## config.mk

```make
export PLATFORM = sky130hd
export DESIGN_NAME = ad9854_reader
export DESIGN_NICKNAME = d
export VERILOG_FILES = /design/src/rtl/ad9854_pkg.sv /design/src/rtl/ad9854_reader.sv
export SDC_FILE = /design/constraint.sdc
export NUM_CORES = 1
export LEC_CHECK = 0
export CAP_MARGIN = 0
export CORE_MARGIN = 8
export CORE_UTILIZATION = 52
export CTS_CLUSTER_DIAMETER = 80
export DETAILED_ROUTE_END_ITERATION = 8
export PLACE_DENSITY = 0.84
export SYNTH_ARGS = -nofsm -noshare
export SYNTH_HDL_FRONTEND = slang
export SYNTH_SLANG_ARGS = --single-unit
```

## constraint.sdc

```tcl
create_clock -name clk -period 4.2 [get_ports clk]
set_clock_uncertainty 0.2 [all_clocks]
set_input_delay 0.84 -clock clk [delete_from_list [all_inputs] [get_ports clk]]
set_output_delay 0.84 -clock clk [all_outputs]
set_load 0.01 [all_outputs]
```

## src/rtl/ad9854_pkg.sv

```systemverilog
//------------------------------------------------------------------------------
// Module  : ad9854_pkg
// Brief   : Shared types and constants for the AD9854 parallel-bus read path.
// Revision: 1.0 - initial release
//------------------------------------------------------------------------------
`default_nettype none
`timescale 1ns/1ps

package ad9854_pkg;

    localparam int C_ADDR_W    = 6;
    localparam int C_DATA_W    = 8;
    localparam int C_MAX_BURST = 6;
    localparam int C_RDATA_W   = C_DATA_W * C_MAX_BURST;

    localparam logic [C_ADDR_W-1:0] C_REG_PHASE1 = 6'h00;
    localparam logic [C_ADDR_W-1:0] C_REG_FTW1   = 6'h04;
    localparam logic [C_ADDR_W-1:0] C_REG_FTW2   = 6'h0A;
    localparam logic [C_ADDR_W-1:0] C_REG_CTRL   = 6'h1D;

    typedef enum logic [2:0] {
        ST_IDLE    = 3'd0,
        ST_SETUP   = 3'd1,
        ST_STROBE  = 3'd2,
        ST_RECOVER = 3'd3,
        ST_DONE    = 3'd4
    } state_t;

    // A zero count still reads one byte; 7 exceeds the 48-bit result and is clamped.
    function automatic logic [2:0] eff_count(input logic [2:0] n);
        logic [2:0] r;
        r = n;
        if (n == 3'd0) r = 3'd1;
        else if (n == 3'd7) r = 3'(C_MAX_BURST);
        return r;
    endfunction

endpackage

`default_nettype wire

```

## src/rtl/ad9854_reader.sv

```systemverilog
//------------------------------------------------------------------------------
// Module  : ad9854_reader
// Brief   : Burst reader for the AD9854 DDS parallel port (1..6 bytes, MSB first).
// Revision: 1.0 - initial release
//------------------------------------------------------------------------------
`default_nettype none
`timescale 1ns/1ps

module ad9854_reader
    import ad9854_pkg::*;
#(
    parameter int RD_LOW_CYC  = 4,
    parameter int RD_HIGH_CYC = 2
) (
    input  logic                 clk,
    input  logic                 rst_n,
    input  logic                 start,
    input  logic [C_ADDR_W-1:0]  base_addr,
    input  logic [2:0]           byte_cnt,
    output logic                 busy,
    output logic                 done,
    output logic [C_RDATA_W-1:0] rdata,
    output logic [C_ADDR_W-1:0]  dds_addr,
    output logic                 dds_rd_n,
    input  logic [C_DATA_W-1:0]  dds_data_i,
    output logic                 dds_bus_busy
);

    localparam logic [3:0] C_LOW_LAST  = 4'(RD_LOW_CYC - 1);
    localparam logic [3:0] C_HIGH_LAST = 4'(RD_HIGH_CYC - 1);

    state_t                 r_state;
    logic [3:0]             r_phase;
    logic [C_ADDR_W-1:0]    r_addr;
    logic [2:0]             r_left;
    logic [C_RDATA_W-1:0]   r_rdata;
    logic                   r_rd_n;
    logic                   r_busy;
    logic                   r_done;

    state_t                 w_state_nx;
    logic [3:0]             w_phase_nx;
    logic [C_ADDR_W-1:0]    w_addr_nx;
    logic [2:0]             w_left_nx;
    logic [C_RDATA_W-1:0]   w_rdata_nx;
    logic                   w_rd_n_nx;
    logic                   w_busy_nx;
    logic                   w_done_nx;

    always_ff @(posedge clk or negedge rst_n) begin
        if (!rst_n) begin
            r_state <= ST_IDLE;
            r_phase <= 4'd0;
            r_addr  <= '0;
            r_left  <= 3'd0;
            r_rdata <= '0;
            r_rd_n  <= 1'b1;
            r_busy  <= 1'b0;
            r_done  <= 1'b0;
        end else begin
            r_state <= w_state_nx;
            r_phase <= w_phase_nx;
            r_addr  <= w_addr_nx;
            r_left  <= w_left_nx;
            r_rdata <= w_rdata_nx;
            r_rd_n  <= w_rd_n_nx;
            r_busy  <= w_busy_nx;
            r_done  <= w_done_nx;
        end
    end

    // Outputs are next-state decoded so rd_n/busy/done all come straight from flops.
    always_comb begin
        w_state_nx = r_state;
        w_phase_nx = r_phase;
        w_addr_nx  = r_addr;
        w_left_nx  = r_left;
        w_rdata_nx = r_rdata;
        w_rd_n_nx  = 1'b1;
        w_busy_nx  = r_busy;
        w_done_nx  = 1'b0;

        case (r_state)
            ST_IDLE: begin
                if (start) begin
                    w_state_nx = ST_SETUP;
                    w_addr_nx  = base_addr;
                    w_left_nx  = eff_count(byte_cnt);
                    w_rdata_nx = '0;
                    w_busy_nx  = 1'b1;
                end
            end
            ST_SETUP: begin
                w_state_nx = ST_STROBE;
                w_phase_nx = 4'd0;
                w_rd_n_nx  = 1'b0;
            end
            ST_STROBE: begin
                w_rd_n_nx = 1'b0;
                if (r_phase == C_LOW_LAST) begin
                    w_rdata_nx = {r_rdata[C_RDATA_W-C_DATA_W-1:0], dds_data_i};
                    w_left_nx  = r_left - 3'd1;
                    w_state_nx = ST_RECOVER;
                    w_phase_nx = 4'd0;
                    w_rd_n_nx  = 1'b1;
                end else begin
                    w_phase_nx = r_phase + 4'd1;
                end
            end
            ST_RECOVER: begin
                if (r_phase == C_HIGH_LAST) begin
                    w_phase_nx = 4'd0;
                    if (r_left != 3'd0) begin
                        // Address only moves while rd_n is high, so it is stable under the strobe.
                        w_state_nx = ST_SETUP;
                        w_addr_nx  = r_addr + 1'b1;
                    end else begin
                        w_state_nx = ST_DONE;
                        w_busy_nx  = 1'b0;
                        w_done_nx  = 1'b1;
                    end
                end else begin
                    w_phase_nx = r_phase + 4'd1;
                end
            end
            ST_DONE: begin
                w_state_nx = ST_IDLE;
            end
            default: begin
                w_state_nx = ST_IDLE;
                w_busy_nx  = 1'b0;
            end
        endcase
    end

    assign busy         = r_busy;
    assign done         = r_done;
    assign rdata        = r_rdata;
    assign dds_addr     = r_addr;
    assign dds_rd_n     = r_rd_n;
    assign dds_bus_busy = r_busy;

endmodule

`default_nettype wire

```

==> summary.md, run 1 <==
| Metric | Value |
|---|---|
| Pwr/cell area | `about 650 nW/um2` |
| Crit path launch type | `primary input` |
| Final WL | `7149 um` |
| Gpl congestion | `0.8415` |
| Root Buffer | `clkbuf_8` |
| H-tree depth | `3` |
| Static Leak | `~1.7 nW` |
| GRT Total Usage | `0.1724` |
| Synth-to-Final Area Change | `34.55%` |
| Initial antenna violation count | `0` |
| Detail Route met3 WL | `412 um` |
| Clk slew on worst S/H paths | `0.07 ns` |
| Wire length on met1 | `3151 um` |
| Sequential cell area | `1678 um2` |
| Die Span Y | `92.62 um` |
| Rows | `28` |
| Synth cell types | `43` |
| Total core area | `between 5000 and 6000 um2` |
| DRT iter0 DRCs | `~150` |
| WP buf/inv | `1` |
| CP max-delay cell | `a31oi_1` |
| Number of I/O pins | `78` |
| RSZ-0062 raised after global routing | `no` |
| Sink Count | `67` |
| Post-Syn Area | `3053 um2` |
| Critical path type | `primary input to flip-flop` |
| Vias/cell | `5.192` |
| Iteration count of the initial detailed-routing pass | `4` |
| Tmin final | `approximately 2.4 ns` |
| Fin. max-slew vios | `0` |
| Max_cap viols | `0` |
| Vias in the first global route | `approximately 2500` |
| Clock latency on the worst-skew pair | `around 0.34 ns` |
| CTS Buffer Depth | `2` |
| Post-Layout Cell Count | `490` |
| CP max stage delay | `approximately 0.50 ns` |
| TritonCTS buffer count | `9` |
| CTS resizes | `0` |
| Final setup fails | `0` |
| Relative slew slack | `0.5820` |
| Routed wl met2 | `between 3000 and 4000 um` |
| CTS tree | `done` |
| N_diodes | `0` |
| Filler Cell Count | `451` |
| Mean Syn Cell Area | `8.927 um2` |
| Detailed-placement wirelength estimate | `4883 um` |
| CP endpoint kind | `flip-flop` |
| Worst Tran Pin Value | `0.6241 ns` |
| Placed Cells | `approximately 480` |
| Initial Util | `0.5281` |
| Worst min path class | `primary input to async pin` |
| WP data arrival | `around 2.5 ns` |
| Hold buffers post-CTS | `0` |
| Setup Fix Bufs, Post-CTS | `0` |
| Final net count | `437` |
| Overflow after GRT | `0` |
| Uppermost layer routed | `met4` |
| Number of remaining DRC errors | `0` |
| Worst path cell trace | `clkdlybuf4s50_1 > nor3b_1 > a31oi_1 > nor2_1 > mux2_2` |
| Setup_tns | `0 ns` |
| Status | `completed` |
| Fmax achieved | `0.4088 GHz` |
| Global-route wire length before repair | `11940 um` |
| Die area | `roughly 8600 um2` |
| Synth Warn # | `0` |
| Die X-Extent | `92.62 um` |
| Number of nets with antenna violations after routing | `0` |
| Yosys reg bits | `67` |
| Design area | `approximately 4000 um2` |
| Layout cell share with drive strength beyond 1 | `0.06747` |
| Cells after Synth | `342` |
| Area of the multi-input gates | `around 1300 um2` |
| Pin count of the biggest net entering global routing | `103` |
| CP Max Fanout | `8` |
| Seq/Total Area, Yosys | `0.5496` |
| Port Buf Inserts | `77` |
| Final period util | `0.5825` |
| Synth Net Count | `368` |
| Routed length per instance | `14.59 um` |
| WP data required | `4.22 ns` |
| Final Hold Vio Count | `0` |
| Area post-placement | `3869 um2` |
| Maximum VDD drop | `0.0004193 V` |
| Delay-heaviest family, CP | `compound AO/OA/AOI/OAI gates` |
| Via count | `2544` |
[layer usage]
metal,global-route usage,up-vias
li1,-,1280
met4,0.07248,0
met2,0.2861,62
met1,0.2046,1194
met5,0,-
met3,0.05016,8
[report_power, final]
group,leakage (nW),switching (mW),internal [mW]
clock network,0.115,0.247,0.393
logic,0.697,0.554,0.477
registers,0.893,0.178,0.805
[Yosys cell counts (all sizes together)]
master	number	area (um2)
nor2b	2	12.51
o21ai	56	280.3
a22o	1	8.760
inv	9	33.78
or4	1	7.510
and2	2	13.77
nand2b	1	6.260
and4bb	1	12.51
nor2	15	56.30
and3b	1	8.760
mux2	1	11.26
dfrtp	66	1652
or3b	2	20.02
a21o	2	22.52
a31oi	2	12.51
a2bb2oi	3	26.28
o22ai	2	12.51
nor3	5	25.02
nand2	105	394.1
xor2	1	8.760
buf	9	46.29
and3	1	6.260
nand3b	2	15.01
a211oi	4	30.03
o31ai	3	22.52
nand3	6	30.03
o2bb2ai	1	8.760
mux2i	1	10.01
o22a	1	8.760
dfstp	1	26.28
o221ai	1	8.760
o21bai	1	7.510
clkbuf	13	48.80
nor3b	4	30.03
xnor2	1	8.760
ha	6	75.07
a21oi	9	45.04
[stage by stage]
| stage | power (mW) | worst slack (ns) | hold WS (ns) | utilization |
|---|---|---|---|---|
| 5_1_grt | 2.834 | 1.528 | 0.2978 | 0.7106 |
| 6_report | 2.653 | 1.754 | 0.2699 | 0.7106 |
| 3_3_place_gp | 1.978 | 1.484 | 0.2604 | 0.6693 |
| 4_1_cts | 2.669 | 1.764 | 0.2761 | 0.7106 |
| 3_5_place_dp | 2.022 | 1.427 | 0.2704 | 0.6693 |
| 2_1_floorplan | 1.593 | 2.054 | 0.2727 | - |
[cells by family after synthesis]
family                     synth area share
and+or+nand+nor                      0.2090
xor gates and xnor gates           0.005739
DFF                                  0.5496
adders and majority gates           0.02459
muxes                              0.006967
AOI/OAI and AO/OA                    0.1619
buffers and inverters               0.04221
[placed cells by master (no fill, tap or decap), types with 5 or more instances in the layout]
master           instances
a21oi_1                  9
clkbuf_8                 9
clkdlybuf4s50_1         76
dfrtp_1                 66
ha_1                     6
inv_1                    9
nand2_1                105
nand3_1                  6
nor2_1                  15
nor3_1                   5
o21ai_0                 55
[sequential cells by signal, summed over array words and instances (netlist names)]
signal / cells
busy: 1
dds_addr: 6
dds_rd_n: 1
done: 1
r_left: 3
r_phase: 4
r_state: 3
rdata: 48
[path summary, 6_finish.rpt]
check | from | endpoint | slack [ns] | depth (start not counted)
max | start | dds_addr[1] | 1.75 | 5
min | rst_n | dds_addr[2] | 0.27 | 1
max reg2reg | r_state[1] | rdata[13] | 1.80 | 4
min reg2reg | rdata[45] | rdata[45] | 0.28 | 2
max in group asynchronous | rst_n | rdata[21] | 2.58 | 2
min in group clk | rdata[45] | rdata[45] | 0.28 | 2
[layout make-up]
type	count	share of cell area
clock buffers	9	0.03016
clock inverters	6	0.02802
inverters	9	0.008224
multi-input cells	244	0.3073
flip-flops and latches	67	0.4085
well taps	75	0.02284
repair buffers	80	0.1949
Note: power is estimated with default switching activity, not from simulation.
==> inputs of run 2 (changes only) <==
--- a/config.mk
+++ b/config.mk
@@ -7,10 +7,10 @@
 export LEC_CHECK = 0
 export CAP_MARGIN = 0
 export CORE_MARGIN = 8
-export CORE_UTILIZATION = 52
+export CORE_UTILIZATION = 49
 export CTS_CLUSTER_DIAMETER = 80
 export DETAILED_ROUTE_END_ITERATION = 8
-export PLACE_DENSITY = 0.84
+export PLACE_DENSITY = 0.8
 export SYNTH_ARGS = -nofsm -noshare
 export SYNTH_HDL_FRONTEND = slang
 export SYNTH_SLANG_ARGS = --single-unit
==> constraint.sdc (replaced) <==
create_clock -name clk -period 2.3 [get_ports clk]
set_clock_uncertainty 0.2 [all_clocks]
set_input_delay 0.46 -clock clk [delete_from_list [all_inputs] [get_ports clk]]
set_output_delay 0.46 -clock clk [all_outputs]
set_load 0.01 [all_outputs]
==> run 2 against run 1 <==
Net effect: worst hold slack gained 0.011 ns; routed wire length shrank 0.20%; die area grew 5.1%; clock power grew 72%; register-to-register slack lost 1.7 ns; total power grew 84%; non-clock buffer count grew 8; largest power group unchanged; global-route usage shrank 0.43 points; cell count grew 1.8%; combinational power grew 96%; worst setup slack lost 1.7 ns; critical endpoint is now dds_addr[0]; sequential cell count is the same.
==> summary.md, run 2 (synthesis gave the netlist of run 1 again) <==
| Metric | Value |
|---|---|
| Status | `completed` |
| Number of I/O pins | `78 (unchanged)` |
| Port Buf Inserts | `77 (unchanged)` |
| H-tree depth | `3 (unchanged)` |
| Sequential cell area | `1678 um2 (unchanged)` |
| Maximum VDD drop | `0.0007059 V (+68%)` |
| DRT iter0 DRCs | `144 (-6.5%)` |
| Placed Cells | `481 (+1.3%)` |
| CP endpoint kind | `flip-flop` |
| Die Span Y | `94.94 um (+2.5%)` |
| Total core area | `5956 um2 (+3.0%)` |
| Root Buffer | `clkbuf_8` |
| Routed length per instance | `14.30 um (-2.0%)` |
| CP max stage delay | `0.51 ns (about the same)` |
| Clk slew on worst S/H paths | `0.08 ns (about the same)` |
| Final net count | `445 (+1.8%)` |
| Tmin final | `~2.2 ns` |
| Layout cell share with drive strength beyond 1 | `0.08491 (+0.01744)` |
| Worst Tran Pin Value | `0.6596 ns (+0.03543 ns)` |
| Number of remaining DRC errors | `0 (unchanged)` |
| Vias in the first global route | `2576 (+2.1%)` |
| Pwr/cell area | `1168 nW/um2 (+81%)` |
| WP data arrival | `2.29 ns (-0.17 ns)` |
| Final worst slack | `0.08057 ns (-1.673 ns)` |
| Most common cell after layout, fill and taps aside | `nand2_1` |
| TritonCTS buffer count | `9 (unchanged)` |
| Setup_tns | `0 ns (unchanged)` |
| Die area | `9013 um2 (+5.1%)` |
| Overflow after GRT | `0 (unchanged)` |
| Total power | `4.873 mW (+84%)` |
| Fmax achieved | `0.4506 GHz` |
| WP data required | `2.37 ns (-1.85 ns)` |
| Number of nets with antenna violations after routing | `0 (unchanged)` |
| Initial antenna violation count | `0 (unchanged)` |
| Post-Layout Cell Count | `499 (+1.8%)` |
| Area of the multi-input gates | `1262 um2 (unchanged)` |
| CP Max Fanout | `8 (unchanged)` |
| CTS Buffer Depth | `2 (unchanged)` |
| Final setup fails | `0 (unchanged)` |
| Clock latency on the worst-skew pair | `0.35 ns (about the same)` |
| Detailed-placement wirelength estimate | `4952 um (+1.4%)` |
| Filler Cell Count | `482 (+6.9%)` |
| RSZ-0062 raised after global routing | `no` |
| Max_cap viols | `0 (unchanged)` |
| Die X-Extent | `94.94 um (+2.5%)` |
| N_diodes | `0 (unchanged)` |
| Pin count of the biggest net entering global routing | `68 (-34%)` |
| Worst min path class | `flip-flop to flip-flop` |
| Place WS | `-0.002037 ns (-1.429 ns)` |
| Final Hold Vio Count | `0 (unchanged)` |
| Rows | `28 (unchanged)` |
| Vias/cell | `5.192 (about the same)` |
| Relative slew slack | `0.5582 (-0.02373)` |
| Iteration count of the initial detailed-routing pass | `4 (unchanged)` |
| Final WL | `7135 um (-0.20%)` |
| CP max-delay cell | `or4_1` |
| Most frequent cells in the layout | `nand2_1 (105), clkdlybuf4s50_1 (76), dfrtp_1 (66)` |
| Gpl congestion | `0.8365 (-0.59%)` |
| CTS tree | `done` |
| Final core utilization | `0.7002 (-0.01040)` |
| Worst path cell trace | `inv_1 > ha_1 > or3b_4 > a21o_4 > or4_1 > o21ai_0` |
| Sink Count | `67 (unchanged)` |
| Initial Util | `0.5126 (-0.01553)` |
| GRT Total Usage | `0.1681 (-0.004318)` |
| Synth-to-Final Area Change | `36.60%` |
| Critical path type | `flip-flop to flip-flop` |
| Fin. max-slew vios | `0 (unchanged)` |
| Crit path launch type | `flip-flop` |
| Static Leak | `1.738 nW (+1.9%)` |
| Global-route wire length before repair | `11940 um (about the same)` |
| Via count | `2591 (+1.8%)` |
| Final period util | `0.9650` |
| Max reg flops | `48 (unchanged)` |
## run 2: per-stage QoR
step	hold WS, ns	instance area (um2)
2_1_floorplan	-0.03559	3053
6_report	0.2809	4170
5_1_grt	0.3185	4170
3_5_place_dp	0.2724	3926
3_3_place_gp	0.2611	3926
4_1_cts	0.2883	4163
## run 2: final timing paths
path	start	cells after the start	slack (ns)	endpoint
max	r_phase[1]	6	0.08	dds_addr[0]
min	rdata[45]	2	0.28	rdata[45]
max reg2reg	r_phase[1]	6	0.08	dds_addr[0]
min reg2reg	rdata[45]	2	0.28	rdata[45]
max in group asynchronous	rst_n	3	1.11	dds_rd_n
min in group asynchronous	rst_n	3	0.46	dds_addr[0]
## run 2: repair_timing
item,4_1_cts,5_1_grt
hold buffers,1,0
hold endpoints to repair,66,0
setup buffers,0,1
endpoints found under the setup margin,0,1
resized for setup,0,0
## run 2: metal layers
metal  routed length [um]  vias to the layer above  global-route usage
met5                    0                        -                   0
met4                  201                        0              0.1131
met3                  427                       15             0.04127
met2                 3440                       68              0.2642
met1                 3065                     1205              0.2007
li1                     -                     1303                   -
## run 2: layout make-up
cell class,instances,share of cell area
sequential,67,0.4023
tap,75,0.02250
clock buffer,10,0.03300
timing repair buffer,88,0.2100
inverter,9,0.008101
clock inverter,6,0.02130
multi-input combinational,244,0.3027
## run 2: where the power goes
part | switching, mW | total [mW] | internal, mW
combinational | 1.06 | 2.02 | 0.959
sequential | 0.287 | 1.76 | 1.47
clock | 0.457 | 1.10 | 0.639
## run 2: critical path: cells and delay by family (launching register included)
kind / cells / cell delay [ns]
and+or+nand+nor: 2 / 0.93
adders and majority gates: 1 / 0.18
buffers and inverters: 1 / 0.08
AOI/OAI and AO/OA: 2 / 0.35
DFF: 1 / 0.40
==> inputs of run 3 (changes only) <==
--- a/config.mk
+++ b/config.mk
@@ -11,6 +11,7 @@
 export CTS_CLUSTER_DIAMETER = 80
 export DETAILED_ROUTE_END_ITERATION = 8
 export PLACE_DENSITY = 0.8
+export SLEW_MARGIN = 0
 export SYNTH_ARGS = -nofsm -noshare
 export SYNTH_HDL_FRONTEND = slang
 export SYNTH_SLANG_ARGS = --single-unit
==> results of run 3 <==
Same layout as run 2: the final DEF is identical, and so are final timing and power.
